`config.mk`:
```
export PLATFORM = sky130hd
export DESIGN_NAME = vga_sync_decoder
export DESIGN_NICKNAME = d
export VERILOG_FILES = /design/src/rtl/vga_timing_pkg.sv /design/src/rtl/sync_edge_detect.sv /design/src/rtl/vga_sync_decoder.sv
export SDC_FILE = /design/constraint.sdc
export NUM_CORES = 1
export LEC_CHECK = 0
export BUFFER_PORTS_ARGS = -buffer_cell sky130_fd_sc_hd__buf_2
export CORE_AREA = 3 3 90 92
export DETAILED_ROUTE_END_ITERATION = 16
export DIE_AREA = 0 0 93 95
export PLACE_DENSITY_LB_ADDON = 0.2
export SLEW_MARGIN = 20
export SYNTH_ARGS = -nofsm -noshare
export SYNTH_HDL_FRONTEND = slang
export SYNTH_SLANG_ARGS = --single-unit
```
`constraint.sdc`:
```
create_clock -name CLK -period 2.6 [get_ports CLK]
set_input_delay 0.13 -clock CLK [delete_from_list [all_inputs] [get_ports CLK]]
set_output_delay 0.13 -clock CLK [all_outputs]
set_load 0.01 [all_outputs]
```
`src/rtl/vga_timing_pkg.sv`:
```
// Shared VGA timing constants and tracker state encoding, common to the
// sync-pulse generator and the sync decoder.
package vga_timing_pkg;

  localparam int DEF_TOTAL_COLS  = 800;
  localparam int DEF_TOTAL_ROWS  = 525;
  localparam int DEF_ACTIVE_COLS = 640;
  localparam int DEF_ACTIVE_ROWS = 480;
  localparam int CNT_W           = 10;

  typedef enum logic {
    IDLE  = 1'b0,
    TRACK = 1'b1
  } sync_state_t;

  function automatic logic [CNT_W-1:0] wrap_inc(input logic [CNT_W-1:0] v,
                                                input logic [CNT_W-1:0] last);
    return (v == last) ? '0 : v + 1'b1;
  endfunction

endpackage

```
`src/rtl/sync_edge_detect.sv`:
```
// One-cycle delay of a sync line plus a strobe on its rising edge.
module sync_edge_detect (
  input  logic i_clk,
  input  logic i_rst,
  input  logic i_sync,
  output logic o_sync_d,
  output logic o_rise
);

  logic r_sync;

  always_ff @(posedge i_clk or posedge i_rst) begin
    if (i_rst) r_sync <= 1'b0;
    else       r_sync <= i_sync;
  end

  assign o_sync_d = r_sync;
  assign o_rise   = i_sync & ~r_sync;

endmodule

```
`src/rtl/vga_sync_decoder.sv`:
```
// Recovers column/row position, frame-start, active area and lock status
// from a pair of VGA sync lines.
module vga_sync_decoder
  import vga_timing_pkg::*;
#(
  parameter int TOTAL_COLS  = DEF_TOTAL_COLS,
  parameter int TOTAL_ROWS  = DEF_TOTAL_ROWS,
  parameter int ACTIVE_COLS = DEF_ACTIVE_COLS,
  parameter int ACTIVE_ROWS = DEF_ACTIVE_ROWS,
  parameter int LOCK_FRAMES = 2
) (
  input  logic             CLK,
  input  logic             RST,
  input  logic             i_H_Sync,
  input  logic             i_V_Sync,
  output logic             o_H_Sync,
  output logic             o_V_Sync,
  output logic [CNT_W-1:0] o_Col_Count,
  output logic [CNT_W-1:0] o_Row_Count,
  output logic             o_Frame_Start,
  output logic             o_Active,
  output logic             o_Locked
);

  if (TOTAL_COLS > 1024 || TOTAL_ROWS > 1024 || LOCK_FRAMES < 1 || LOCK_FRAMES > 15) begin : g_bad_param
    $error("vga_sync_decoder: illegal timing parameters");
  end

  localparam logic [CNT_W-1:0] C_LAST = CNT_W'(TOTAL_COLS - 1);
  localparam logic [CNT_W-1:0] R_LAST = CNT_W'(TOTAL_ROWS - 1);
  localparam logic [CNT_W:0]   A_COLS = (CNT_W+1)'(ACTIVE_COLS);
  localparam logic [CNT_W:0]   A_ROWS = (CNT_W+1)'(ACTIVE_ROWS);
  localparam logic [3:0]       LOCK_N = 4'(LOCK_FRAMES);
  localparam logic [10:0]      WD_LAST = 11'(2 * TOTAL_ROWS - 1);

  logic w_h_rise, w_v_rise, w_col_last, w_row_last;
  sync_state_t r_state, w_state_nxt;
  logic [CNT_W-1:0] r_col, r_row, w_col_nxt, w_row_nxt;
  logic [3:0]  r_lock, w_lock_nxt;
  logic [10:0] r_wd, w_wd_nxt;
  logic        r_seen, w_seen_nxt, w_fs_nxt, r_fs, r_locked;

  sync_edge_detect u_h_edge (.i_clk(CLK), .i_rst(RST), .i_sync(i_H_Sync),
                             .o_sync_d(o_H_Sync), .o_rise(w_h_rise));
  sync_edge_detect u_v_edge (.i_clk(CLK), .i_rst(RST), .i_sync(i_V_Sync),
                             .o_sync_d(o_V_Sync), .o_rise(w_v_rise));

  assign w_col_last = (r_col == C_LAST);
  assign w_row_last = (r_row == R_LAST);

  always_comb begin
    w_state_nxt = r_state;
    w_col_nxt   = r_col;
    w_row_nxt   = r_row;
    w_lock_nxt  = r_lock;
    w_seen_nxt  = r_seen;
    w_wd_nxt    = r_wd;
    w_fs_nxt    = 1'b0;
    case (r_state)
      IDLE: begin
        w_col_nxt = '0;
        w_row_nxt = '0;
        w_wd_nxt  = '0;
        if (w_v_rise) begin
          w_fs_nxt    = 1'b1;
          w_seen_nxt  = 1'b1;
          w_state_nxt = TRACK;
        end
      end
      TRACK: begin
        if (w_v_rise) begin
          // Frame edge wins over a coincident line edge
          w_col_nxt = '0;
          w_row_nxt = '0;
          w_fs_nxt  = 1'b1;
          w_wd_nxt  = '0;
          if (r_seen && w_col_last && w_row_last)
            w_lock_nxt = (r_lock == LOCK_N) ? r_lock : r_lock + 4'd1;
          else
            w_lock_nxt = '0;
        end else if (w_h_rise || w_col_last) begin
          w_col_nxt = '0;
          w_row_nxt = wrap_inc(r_row, R_LAST);
          if (w_h_rise && !w_col_last) w_lock_nxt = '0;
          // Line watchdog: no frame edge for two full frames of lines
          if (r_wd == WD_LAST) begin
            w_state_nxt = IDLE;
            w_col_nxt   = '0;
            w_row_nxt   = '0;
            w_lock_nxt  = '0;
            w_wd_nxt    = '0;
          end else begin
            w_wd_nxt = r_wd + 11'd1;
          end
        end else begin
          w_col_nxt = r_col + 1'b1;
        end
      end
      default: w_state_nxt = IDLE;
    endcase
  end

  always_ff @(posedge CLK or posedge RST) begin
    if (RST) begin
      r_state  <= IDLE;
      r_col    <= '0;
      r_row    <= '0;
      r_lock   <= '0;
      r_seen   <= 1'b0;
      r_wd     <= '0;
      r_fs     <= 1'b0;
      r_locked <= 1'b0;
    end else begin
      r_state  <= w_state_nxt;
      r_col    <= w_col_nxt;
      r_row    <= w_row_nxt;
      r_lock   <= w_lock_nxt;
      r_seen   <= w_seen_nxt;
      r_wd     <= w_wd_nxt;
      r_fs     <= w_fs_nxt;
      r_locked <= (w_lock_nxt == LOCK_N);
    end
  end

  assign o_Col_Count   = r_col;
  assign o_Row_Count   = r_row;
  assign o_Frame_Start = r_fs;
  assign o_Locked      = r_locked;
  assign o_Active      = r_locked && ({1'b0, r_col} < A_COLS) && ({1'b0, r_row} < A_ROWS);

endmodule

```
* Yosys cells after proc, flatten, opt, wreduce, memory -nomap -nowiden
Index checks and enable logic that the tools add are counted.
** Cells by class
- Add/subtract/negate cells :: 4
- $lt $le $gt $ge :: 2
- Equal/unequal tests :: 6
- Mux-type cells :: 24
- Bitwise gates (word level) :: 5
- Reduce and logical (&&, ||, !) cells :: 8
** Operators by type and width (count)
- 10-bit 2-to-1 mux :: 6
- 10-bit case mux with 2 select lines :: 2
- 11-bit 2-to-1 mux :: 3
- 4-bit 2-to-1 mux :: 7
- 11-bit case mux with 2 select lines :: 1
- 10-bit by 1-bit adder with 10-bit output (second input constant) :: 2
- 10-bit equality test (second input constant) :: 2
- 11-bit by 1-bit adder with 11-bit output (second input constant) :: 1
- 11-bit equality test (second input constant) :: 1
- 10-bit less-than comparator (second input constant) :: 1
- 10-bit by 9-bit less-than comparator with 1-bit output (second input constant) :: 1
- 4-bit by 2-bit equality test with 1-bit output (second input constant) :: 2
- 1-bit logical AND :: 5
- 4-bit by 1-bit adder with 4-bit output (second input constant) :: 1
- 1-bit 2-to-1 mux :: 4
- 3-bit by 1-bit != test with 1-bit output (second input constant) :: 1
- 1-bit NOT :: 3
- 1-bit bitwise AND :: 2
- 1-bit case mux with 2 select lines :: 1
- 2-bit AND reduction :: 1
- 1-bit zero test :: 1
- 1-bit logical OR :: 1
** Word-level totals
- Register bits :: 41
- Input bits :: 4
- Output and inout bits :: 25
- Logic and storage cells :: 59

* Logic depth before layout (Yosys ltp)
- Depth in word-level cells :: 9
- Depth in mapped cells :: 8
- Depth with buffers taken out :: 7

* Modules after synthesis
Synthesis repeated with hierarchy kept, for this count alone.
** Second synthesis, totals
- Cell total of the unflattened synthesis :: 215
- Area total of the unflattened synthesis :: 2169.6 sq um
** Modules (own cells, without submodules)
- vga_sync_decoder :: times used 1, cells an instance 209, area each 2084.5 sq um, sequential area each 975.9 sq um
- sync_edge_detect :: times used 2, cells an instance 3, area each 42.5 sq um, sequential area each 25.0 sq um

* Worst setup path before layout
No wires, ideal clock.
- Path type :: flip-flop to flip-flop
- Start point :: register r_col[5] (netlist: o_Col_Count[5])
- End point :: register r_wd[10]
- Data arrival time :: 2.127 ns
- Required time :: 2.517 ns
- Path slack :: 0.390 ns
- Cell stages (with the launch flop) :: 7
- Clock period less this slack :: 2.210 ns
- Path through :: dfrtp_1 -> or4b_4 -> o31a_1 -> or3_1 -> buf_2 -> or3_1 -> o21ai_0
** Between the ends
- Longest elaborated chain between the ends :: 3
** RTL lines
- from (decl) :: line vga_sync_decoder.sv:38 : logic [CNT_W-1:0] r_col, r_row, w_col_nxt, w_row_nxt;
- from (signal assigned) :: line vga_sync_decoder.sv:115 : r_col <= w_col_nxt;
- 10-bit equality test :: line vga_sync_decoder.sv:48 : assign w_col_last = (r_col == C_LAST);
- 1-bit logical OR :: line vga_sync_decoder.sv:81 : end else if (w_h_rise || w_col_last) begin
- 3-bit by 1-bit != test with 1-bit output (no source line)
- to (signal assigned) :: line vga_sync_decoder.sv:119 : r_wd <= w_wd_nxt;
- to (decl) :: line vga_sync_decoder.sv:40 : logic [10:0] r_wd, w_wd_nxt;
No other way between the ends.
A chain may end at the register's enable or synchronous reset.

* Worst setup path after layout
- Start point :: register r_col[5] (netlist: o_Col_Count[5])
- End point :: register r_wd[9]
Same word-level chain as after synthesis.

==> impl_metrics.tcl <==
set metrics [dict create \
    outcome "finished clean" \
    synth_area_leaders "dfrtp_1 47%, o21ai_0 5.3%, ha_1 4.0%" \
    reg2reg_depth 5 \
    critPathSlowestCell "or4b_4" \
    worst-path-max-fanout 7 \
    viasPerCell 4.92 \
    clock-root-buffer "clkbuf_8" \
    dp_cells 359 \
    r2r-start "o_Col_Count[5]" \
    wl_met3_um 185 \
    power.density_nw_per_um2 551 \
    clk-insertion-delay-late_ns 0.30 \
    wl_met1_um 2540 \
    synth_seq_cells 41 \
    synthArstFlopShare_pct 100 \
    worstSetupEndpointType "flop" \
    wirelength_um 5010 \
    dominantRegCellSynth "dfrtp_1" \
    cp-startpoint "o_Col_Count[5]" \
    setup_violations 0 \
    clkPwrFrac_pct 37.9 \
    grt_usage_pct 12.0 \
    io_buffers 28 \
    syn_nets 243 \
    power_switching_mw 0.382 \
    rows 31 \
    drv_cap 0 \
    grt_start_max_net_pins 42 \
    max-slew-margin-rel_pct 46.8 \
    place_hpwl_um 3590 \
    crit_path_frequent_cell "or3_1" \
    antenna_found_initial 0 \
    post-route-period-util_pct 88.9 \
    clockBufferDepth 2 \
    die_w_um 93 \
    io_pins 29 \
    grt_pass1_wl_um 8470 \
    first_pass_iters 4 \
    drv_slew 0 \
    htree_levels 2 \
    power_frac_comb_pct 11.8 \
    synth_cells 232 \
    critPathArrivalTime_ns 2.52 \
    cts_tree "yes" \
    rrSetupSlack_ns 0.29 \
    reg2reg_to "r_wd[9]" \
    fp.coreArea_um2 7290 \
    place_congestion 0.764 \
    rsz0062_at_grt "no" \
    max_stage_delay_ns 0.56 \
    synth_area_um2 2180 \
    worstHoldPathType "reg2reg" \
    worst_setup_path_start_kind "flop" \
    fin_nets 281 \
    hold_viol 0 \
    overflow 0 \
    synth_top_cell_area_share_pct 47.1 \
    cts_buffers 5 \
    drive_gt1_share_pct 17.0 \
    synth_edf_count 0 \
    cts_resized 0 \
    avgSynthCellArea_um2 9.38 \
    p_leak_nw 1.20 \
    stdcell_count 370 \
    cp_cell_sequence "or4b_4 -> o31a_1 -> or3_1 -> or3_1 -> o21ai_0" \
    ys_types 44 \
    hold_path_depth 1 \
    cp.required_ns 2.81 \
    tightest_slew_ns 0.795 \
    drt-wirelength-per-cell_um 13.5 \
    synth_warnings 0 \
    vdd.ir_drop.worst_mv 0.310 \
    start_util_pct 29.9 \
    fin_crit_ns 2.31 \
    antenna_left 0 \
    clkTransAtPathRegs_ns 0.08 \
    tns_ns 0 \
    seqPwrFrac_pct 50.2 \
    wl_met2_um 2200 \
    yosys.area.top_type "dfrtp_1" \
    vias 1820 \
    syn_to_final_growth_pct 19.8 \
    drtIter0Drc 62 \
    crit_type "reg2reg" \
    diodes 0 \
    fmax_mhz 432 \
    clock-sinks 41 \
    p_sw_share_pct 26.5 \
    intPower_mw 1.06 \
    fin_worst_skew_ns 0.00794 \
    critPathCapture "r_wd[9]" \
    die-area_um2 8840 \
    fp.dieH_um 95 \
    grt_pass1_vias 1720 \
    drc 0 \
    top_layer_used "met4" \
    yosysSeqAreaShare_pct 47.1 \
]
## sequential cells by signal, indices dropped and copies added, names as in the netlist
signal and flops:
o_Row_Count 10, r_lock 4, o_Frame_Start 1, o_Locked 1, o_Col_Count 10, r_seen 1
r_wd 11, u_h_edge.o_sync_d 1, u_v_edge.o_sync_d 1, r_state 1
## cell families after synthesis
group	count (synthesis)	synth area share (%)
and+or+nand+nor	101	24.4
AOI/OAI and AO/OA	50	15.2
DFF	41	47.1
buffers and inverters	18	3.22
xor gates and xnor gates	15	6.03
adders and majority gates	7	4.02
## synth_stat cells, types with 2 or more instances
| master | n |
|---|---|
| a21oi_1 | 4 |
| a22o_1 | 3 |
| a32o_1 | 2 |
| and3_1 | 5 |
| buf_2 | 2 |
| clkbuf_1 | 4 |
| dfrtp_1 | 41 |
| ha_1 | 7 |
| inv_1 | 12 |
| nand2_1 | 21 |
| nand2b_1 | 5 |
| nand3_1 | 15 |
| nand4_1 | 4 |
| nor2_1 | 22 |
| nor2b_1 | 2 |
| nor3_1 | 11 |
| o2111ai_1 | 3 |
| o21ai_0 | 23 |
| o31a_1 | 2 |
| o31ai_1 | 2 |
| or2_2 | 2 |
| or3_1 | 5 |
| xnor2_1 | 5 |
| xor2_1 | 10 |
## power by group through the flow
stage | Sequential (mW) | Combinational (mW) | Clock (mW)
after floorplan | 0.739 | 0.0934 | 0
after global placement | 0.735 | 0.173 | 0
after detailed placement | 0.735 | 0.169 | 0
after CTS | 0.722 | 0.174 | 0.556
after global routing | 0.731 | 0.196 | 0.583
final | 0.722 | 0.170 | 0.545
## layer usage
layer,global-route usage (%),up-vias
met4,4.76,0
met2,18.2,39
met5,0,-
li1,-,906
met3,2.47,7
met1,16.8,868
## worst max-delay path: cells and delay by family (launching register included)
family           cells  cell delay [ns]
AND/OR/NAND/NOR      3             1.41
AO/OA/AOI/OAI        2             0.37
flip-flops           1             0.44
## area by class of cell
cell class,instances,area [um^2]
fill,775,4680
multi-input combinational,173,1080
sequential,41,1030
timing repair buffer,37,215
tap,99,124
clock buffer,7,86.3
inverter,12,45.0
clock inverter,1,30.0
## worst min-delay path by stage
stage                        start                 to  slack [ns]
after floorplan           i_H_Sync  u_h_edge.o_sync_d        0.16
after global placement    i_H_Sync  u_h_edge.o_sync_d        0.25
after detailed placement  i_H_Sync  u_h_edge.o_sync_d        0.26
after CTS                   r_seen             r_seen        0.48
after global routing      i_V_Sync  u_v_edge.o_sync_d        0.49
final                       r_seen             r_seen        0.48
## per-stage QoR
stage / instance area [um^2] / utilization [%] / total power, mW / hold WS [ns] / setup slack (ns)
finish: 2610 / 35.8 / 1.44 / 0.476 / 0.288
global route: 2610 / 35.8 / 1.51 / 0.489 / 0.124
CTS: 2610 / 35.8 / 1.45 / 0.481 / 0.232
detailed placement: 2460 / 33.8 / 0.904 / 0.256 / 0.260
global placement: 2460 / 33.8 / 0.908 / 0.254 / 0.328
floorplan: 2180 / - / 0.833 / 0.161 / 0.390
## cells in the final DEF, fill, tap and decap left out, types with 2 or more instances in the layout
cell type      count
a21oi_1            4
a22o_1             3
a32o_1             2
and3_1             5
buf_2             28
buf_4              6
clkbuf_8           6
dfrtp_1           41
dlygate4sd3_1      3
ha_1               7
inv_1             12
nand2_1           21
nand2b_1           5
nand3_1           15
nand4_1            4
nor2_1            22
nor2b_1            2
nor3_1            11
o2111ai_1          3
o21ai_0           23
o31a_1             2
o31ai_1            2
or2_2              2
or3_1              5
xnor2_1            5
xor2_1            10
## what timing repair did
item / in CTS / in global routing
endpoints found under the hold margin: 43 / 0
setup buffers: 0 / 0
hold buffers: 3 / 0
Power figures use the tool's default switching activity.
